--- src/rtl/arm_multicycle_controller.sv ---
// Multicycle ARM control unit. A registered FSM steps each instruction
// through fetch, decode, execute, memory and writeback, steering one shared
// ALU and one shared memory port. Strobes that depend on mem_ready are
// formed from the state register and the handshake input in the same cycle.
module arm_multicycle_controller #(
  parameter int ALU_CTRL_W   = 4,
  parameter int FLAG_W       = 4,
  parameter int EN_REG_SHIFT = 1,
  parameter int EN_BL        = 1
) (
  input  logic                  clk,
  input  logic                  reset,
  input  logic [1:0]            op,
  input  logic [5:0]            funct,
  input  logic [3:0]            rd,
  input  logic [7:0]            instr_lo,
  input  logic                  cond_ex,
  input  logic                  mem_ready,
  output logic [3:0]            state_out,
  output logic                  pc_write,
  output logic                  adr_src,
  output logic                  mem_req,
  output logic                  mem_w,
  output logic [2:0]            mem_select,
  output logic                  ir_write,
  output logic                  reg_w,
  output logic                  link_sel,
  output logic [1:0]            alu_src_a,
  output logic [1:0]            alu_src_b,
  output logic [1:0]            result_src,
  output logic [1:0]            imm_src,
  output logic [1:0]            reg_src,
  output logic [ALU_CTRL_W-1:0] alu_control,
  output logic [FLAG_W-1:0]     flag_w,
  output logic [2:0]            shift_op
);

  typedef enum logic [3:0] {
    S_FETCH    = 4'd0,
    S_DECODE   = 4'd1,
    S_MEMADR   = 4'd2,
    S_MEMRD    = 4'd3,
    S_MEMWB    = 4'd4,
    S_MEMWR    = 4'd5,
    S_EXEC_R   = 4'd6,
    S_EXEC_I   = 4'd7,
    S_ALUWB    = 4'd8,
    S_BRANCH   = 4'd9,
    S_SHIFT_RS = 4'd10
  } state_t;

  localparam logic [3:0] ALU_ADD  = 4'd4;
  localparam logic [2:0] SH_ROR   = 3'd3;
  localparam logic [2:0] SH_RRX   = 3'd4;
  localparam logic [2:0] SH_PASS  = 3'd5;

  // instr_lo carries instr[11:4]; instruction bit k lives at instr_lo[k-4].
  logic       reg_shift_s;
  logic       is_rrx_s;
  logic       is_cmp_test_s;
  logic       pc_write_s;
  logic       ir_write_s;
  logic       reg_w_s;
  logic       mem_w_s;
  logic       mem_req_s;
  logic       link_sel_s;
  state_t     state_r;

  // Flag-write mask for a data-processing opcode, in {N,Z,C,V} order.
  function automatic logic [3:0] dp_flags(input logic [5:0] f);
    logic [3:0] m;
    case (f[4:1])
      4'hA, 4'hB: m = 4'b1111;
      4'h8, 4'h9: m = 4'b1110;
      default:    m = {f[0], f[0], f[0], 1'b0};
    endcase
    return m;
  endfunction

  assign reg_shift_s   = (EN_REG_SHIFT != 0) && instr_lo[0] && !instr_lo[3];
  assign is_rrx_s      = (instr_lo[7:3] == 5'd0) && !instr_lo[0] && (instr_lo[2:1] == 2'b11);
  assign is_cmp_test_s = (funct[4:3] == 2'b10);
  assign state_out     = state_r;
  assign mem_select    = {1'b0, (funct[2] ? 2'b00 : 2'b10)};
  assign reg_src       = {(op == 2'b01), (op == 2'b10)};

  // Reset forces every strobe low in the cycle it is asserted.
  assign pc_write = pc_write_s & ~reset;
  assign ir_write = ir_write_s & ~reset;
  assign reg_w    = reg_w_s    & ~reset;
  assign mem_w    = mem_w_s    & ~reset;
  assign mem_req  = mem_req_s  & ~reset;
  assign link_sel = link_sel_s & ~reset;

  // State register and next-state sequencing.
  always_ff @(posedge clk) begin
    if (reset) begin
      state_r <= S_FETCH;
    end else begin
      case (state_r)
        S_FETCH:    state_r <= mem_ready ? S_DECODE : S_FETCH;
        S_DECODE: begin
          if (!cond_ex) begin
            state_r <= S_FETCH;
          end else begin
            case (op)
              2'b01:   state_r <= S_MEMADR;
              2'b10:   state_r <= S_BRANCH;
              2'b00: begin
                if (funct[5])         state_r <= S_EXEC_I;
                else if (reg_shift_s) state_r <= S_SHIFT_RS;
                else                  state_r <= S_EXEC_R;
              end
              default: state_r <= S_FETCH;
            endcase
          end
        end
        S_SHIFT_RS: state_r <= S_EXEC_R;
        S_EXEC_R:   state_r <= S_ALUWB;
        S_EXEC_I:   state_r <= S_ALUWB;
        S_ALUWB:    state_r <= S_FETCH;
        S_MEMADR:   state_r <= funct[0] ? S_MEMRD : S_MEMWR;
        S_MEMRD:    state_r <= mem_ready ? S_MEMWB : S_MEMRD;
        S_MEMWR:    state_r <= mem_ready ? S_FETCH : S_MEMWR;
        S_MEMWB:    state_r <= S_FETCH;
        S_BRANCH:   state_r <= S_FETCH;
        default:    state_r <= S_FETCH;
      endcase
    end
  end

  // Datapath selects and raw strobes decoded from the current state.
  always_comb begin
    pc_write_s  = 1'b0;
    ir_write_s  = 1'b0;
    reg_w_s     = 1'b0;
    mem_w_s     = 1'b0;
    mem_req_s   = 1'b0;
    link_sel_s  = 1'b0;
    adr_src     = 1'b0;
    alu_src_a   = 2'd0;
    alu_src_b   = 2'd0;
    result_src  = 2'd0;
    imm_src     = 2'd0;
    alu_control = ALU_CTRL_W'(ALU_ADD);
    flag_w      = '0;
    shift_op    = SH_PASS;
    case (state_r)
      S_FETCH: begin
        mem_req_s  = 1'b1;
        alu_src_a  = 2'd1;
        alu_src_b  = 2'd2;
        result_src = 2'd2;
        ir_write_s = mem_ready;
        pc_write_s = mem_ready;
      end
      S_DECODE: begin
        alu_src_a = 2'd1;
        alu_src_b = 2'd2;
      end
      S_SHIFT_RS: begin
        alu_src_a = 2'd0;
      end
      S_EXEC_R: begin
        alu_src_b   = 2'd0;
        alu_control = ALU_CTRL_W'(funct[4:1]);
        flag_w      = FLAG_W'(dp_flags(funct));
        if (is_rrx_s) shift_op = SH_RRX;
        else          shift_op = {1'b0, instr_lo[2:1]};
      end
      S_EXEC_I: begin
        alu_src_b   = 2'd1;
        imm_src     = 2'd0;
        alu_control = ALU_CTRL_W'(funct[4:1]);
        flag_w      = FLAG_W'(dp_flags(funct));
        shift_op    = SH_ROR;
      end
      S_ALUWB: begin
        result_src = 2'd0;
        reg_w_s    = ~is_cmp_test_s;
        pc_write_s = ~is_cmp_test_s && (rd == 4'd15);
      end
      S_MEMADR: begin
        alu_src_b = 2'd1;
        imm_src   = 2'd1;
      end
      S_MEMRD: begin
        mem_req_s = 1'b1;
        adr_src   = 1'b1;
      end
      S_MEMWR: begin
        mem_req_s = 1'b1;
        mem_w_s   = 1'b1;
        adr_src   = 1'b1;
      end
      S_MEMWB: begin
        result_src = 2'd1;
        reg_w_s    = 1'b1;
        pc_write_s = (rd == 4'd15);
      end
      S_BRANCH: begin
        imm_src    = 2'd2;
        alu_src_a  = 2'd0;
        alu_src_b  = 2'd1;
        pc_write_s = 1'b1;
        if ((EN_BL != 0) && funct[4]) begin
          reg_w_s    = 1'b1;
          link_sel_s = 1'b1;
        end else begin
          reg_w_s    = 1'b0;
          link_sel_s = 1'b0;
        end
      end
      default: begin
        alu_src_a = 2'd0;
      end
    endcase
  end

endmodule

--- config.mk ---
export PLATFORM = sky130hd
export DESIGN_NAME = arm_multicycle_controller
export DESIGN_NICKNAME = d
export VERILOG_FILES = /design/src/rtl/arm_multicycle_controller.sv
export SDC_FILE = /design/constraint.sdc
export NUM_CORES = 1
export LEC_CHECK = 0
export CORE_ASPECT_RATIO = 0.9
export CORE_UTILIZATION = 35
export CTS_CLUSTER_DIAMETER = 60
export DETAILED_ROUTE_END_ITERATION = 10
export HOLD_SLACK_MARGIN = 0.05
export PLACE_DENSITY_LB_ADDON = 0.12
export SYNTH_ARGS = -nofsm -noshare
export SYNTH_HDL_FRONTEND = slang
export SYNTH_SLANG_ARGS = --single-unit
--- constraint.sdc ---
create_clock -name clk -period 4.05 [get_ports clk]
set_clock_uncertainty 0.1 [all_clocks]
set_input_delay 1.215 -clock clk [delete_from_list [all_inputs] [get_ports clk]]
set_output_delay 1.215 -clock clk [all_outputs]
set_load 0.005 [all_outputs]
# Word-level counts from Yosys, hierarchy flattened
# Cells that the tools add are included.
[totals]
output_inout_bits = 35
regBits = 4
[classes]
n_mux = 27
n_bitwise = 8
eq_ne = 19
reduce_logical = 16
[op_table]
columns = ["operator", "n"]
rows = [
  ["== test 4 bit, second input constant", 8],
  ["one-hot mux 4 bit (7 select lines)", 1],
  ["2-to-1 mux 4 bit", 5],
  ["== test 4 x 3 -> 1 bit, second input constant", 4],
  ["2-to-1 mux 3 bit", 4],
  ["one-hot mux 2 bit (2 select lines)", 3],
  ["one-hot mux 4 bit (3 select lines)", 1],
  ["OR reduction 2 bit", 5],
  ["== test 4 x 2 -> 1 bit, second input constant", 2],
  ["2-to-1 mux 1 bit", 8],
  ["one-hot mux 4 bit (2 select lines)", 1],
  ["AND 1 bit", 6],
  ["== test 2 bit, second input constant", 3],
  ["one-hot mux 3 bit (2 select lines)", 1],
  ["OR reduction 3 bit", 2],
  ["logical NOT 5 bit", 1],
  ["== test 4 x 1 -> 1 bit, second input constant", 1],
  ["logical AND 1 bit", 4],
  ["logical NOT 4 bit", 1],
  ["one-hot mux 1 bit (4 select lines)", 1],
  ["one-hot mux 1 bit (3 select lines)", 1],
  ["== test 2 x 1 -> 1 bit, second input constant", 1],
  ["logical NOT 1 bit", 2],
  ["logical NOT 2 bit", 1],
  ["other kinds (2)", 3],
]

# Logic depth before layout (Yosys ltp)
[logic_depth]
depth_word = 7
depth_mapped = 6

# Worst setup path after synthesis
# No wires, ideal clock.
[synth_timing]
kind = "input port to output port"
start = "in instr_lo[4]"
end = "out shift_op[1]"
setup_slack_ns = 0.911
path_stages = 4
n_path_buf = 0
t_arrival_ns = 1.824
cell_sequence = "nor4_1 > nand4_1 > a21oi_1 > nor2_1"
[synth_between]
elab_chain_len = 5
[synth_lines]
columns = ["item", "line", "source"]
rows = [
  ["start, declared", "16", "input logic [7:0] instr_lo,"],
  ["logical NOT 5 bit", "81", "assign is_rrx_s = (instr_lo[7:3] == 5'd0) && !instr_lo[0] && (instr_lo[2:1] == 2'b11);"],
  ["logical AND 1 bit (2 in a row)", "81", ""],
  ["2-to-1 mux 3 bit", "168", "if (is_rrx_s) shift_op = SH_RRX;"],
  ["one-hot mux 3 bit (2 select lines)", "148", "case (state_r)"],
  ["end, declared", "35", "output logic [2:0] shift_op"],
]
# No other way between the ends.

# Worst setup path in the final report
[layout_timing]
start = "in instr_lo[5]"
end = "out shift_op[1]"
# Same word-level chain as after synthesis.

==> metrics.yaml <==
drc: 0
power.density_nw_per_um2: 139
synth-seq-cells: 4
async_reset_ff_share_pct: 0
gp_congestion: 0.780
ys_types: 41
clock_path_buffers: 2
drt_pass1_iterations: 4
synth_edf_count: 0
synth_xor_area_share_pct: 2.45
start_util_pct: 37.4
rsz0062_at_grt: "true"
drv_cap: 0
synthSimpleGateAreaFrac_pct: 54.5
synth_top_family_by_area: "simple AND/OR/NAND/NOR gates"
status: "finished with violations"
grt-ovfl-total: 0
routedWlPerCell_um: 12.3
synth_compound_area_share_pct: 17.7
track_usage_pct: 21.0
n_antenna_cell: 0
worstSkewPairLatency_ns: 0.24
grt_pass1_vias: 853
p_leak_nw: 0.542
post-place-ws_ns: -0.0865
postRouteAntennaNets: 0
ir_worst_vdd_uv: 194
grt_pass1_wl_mm: 3.67
regArea_um2: 80.1
ctsHoldBuffers: 0
cts-root-buf: "clkbuf_4"
cp.required_ns: 2.73
crit_path_max_fanout: 3
synth_common_cells: "13 x nor2_1, 8 x a21oi_1, 7 x buf_4, 7 x nor2b_1, 7 x nor3_1"
vias: 937
min_path_type: "reg2reg"
yosys_warnings: 0
synthMuxAreaShare_pct: 0
synth.most_common_cell: "nor2_1"
final_area_um2: 1320
io_pins: 59
end_kind: "output port"
slew_violations: 0
vias_per_cell: 5.04
setup_ws_ns: -0.0425
port_buffers: 55
synth_top_cell_by_area: "dfxtp_1"
synthFlopType: "dfxtp_1"
syn_area_per_cell_um2: 6.88
place_hpwl_mm: 1.73
placementRows: 15
largest_register_ffs: 4
critPathKind: "in2out"
syn_to_final_growth_pct: 84.3
synthAdderAreaFrac_pct: 0
dieWidth_um: 49.7
finalHoldViolCount: 0
htree_levels: 1
grt_max_degree: 18
multi_input_area_um2: 558
violations: "setup timing"
max_freq_mhz: 244
dieArea_um2: 2230
worst_pin_slew_ns: 0.571
syn_inst: 104
finalSetupViolations: 1
core_area_um2: 1910
cts_tree: "done"
clk_pin_slew_ns: 0.04
drt_iter0_drc: 17
antenna_found_initial: 0
seq_area_frac_synth_pct: 11.2
die_h_um: 44.9
synth_top_area_share_pct: 11.2
fillers: 172
fin_nets: 187
drive_gt1_share_pct: 16.8
wirelength_mm: 2.30
finalCriticalPeriod_ns: 4.09
syn_area_um2: 716
synth_area_leaders: "dfxtp_1 11%, buf_4 7.3%, nor2_1 6.8%"
start_kind: "input port"
period_share_pct: 101
arrival_ns: 2.78
tns_ns: -0.0425
cts_buffers: 3
post_dp_cell_area_um2: 1270
cts_num_sinks: 4
relSlewSlack_pct: 61.9
## final cells by class
type / instances / share of cell area [%]
timing repair buffer: 64 / 47.0
multi-input combinational: 88 / 42.3
sequential: 4 / 6.07
tap: 25 / 2.37
clock buffer: 3 / 1.71
inverter: 2 / 0.569
## layout by cell type, fill, tap and decap left out, drive strengths merged, types with 3 or more instances in the layout
cell type and n:
clkdlybuf4s50 50, nor2 14, buf 10, nor3 8
a21oi 8, nand2 8, nor2b 7, o21ai 7
nand2b 6, dfxtp 4, and3 3, conb 3
clkbuf 3, dlymetal6s2s 3, nor4 3
## final timing paths
kind	end	depth (start not counted)	from	slack, ns
hold reg to reg	state_out[1]$_SDFF_PP0_	1	state_out[2]$_SDFF_PP0_	0.54
setup reg to reg	state_out[2]$_SDFF_PP0_	5	state_out[1]$_SDFF_PP0_	2.28
setup / recovery	shift_op[1]	6	instr_lo[5]	-0.04
hold / removal	state_out[1]$_SDFF_PP0_	1	state_out[2]$_SDFF_PP0_	0.54
## per-layer routing
metal | wire [µm] | share of wire (%) | GRT usage (%)
met1 | 955 | 42 | 26.5
met2 | 1180 | 51 | 38.4
met3 | 153 | 6.7 | 3.70
met4 | 8 | 0.35 | 3.43
met5 | 0 | 0 | 0
## stage by stage
| step | std cells | utilization (%) | power [W] | hold slack, ns |
|---|---|---|---|---|
| after floorplan | 106 | - | 0.0000819 | 0.557 |
| after global placement | 181 | 66.2 | 0.000128 | 0.516 |
| after detailed placement | 181 | 66.2 | 0.000130 | 0.531 |
| after CTS | 185 | 68.0 | 0.000185 | 0.539 |
| after global routing | 186 | 68.9 | 0.000195 | 0.578 |
| final | 186 | 68.9 | 0.000184 | 0.541 |
## cells by family after synthesis
family | count (synthesis)
buf+inv | 14
flops | 4
other cells | 1
xor+xnor | 2
compound gates | 21
simple gates | 62
## report_power, final
group / internal, W / total [W] / switching [W]
logic: 0.0000518 / 0.0000853 / 0.0000335
clock network: 0.0000334 / 0.0000532 / 0.0000198
registers: 0.0000411 / 0.0000453 / 0.00000424
## critical path: stages
cell and delay [ns]:
clkdlybuf4s50_1 0.42, nor4_2 0.28, nand4_1 0.21, a21oi_2 0.17, nor2_1 0.05, clkdlybuf4s50_1 0.43
## timing repair
item | in CTS | in global routing
setup endpoints to repair | 4 | 6
resized for setup | 3 | 8
pin swaps | 4 | 3
setup buffers | 1 | 1
gates cloned | 0 | 0
(Power assumes the default switching activity.)
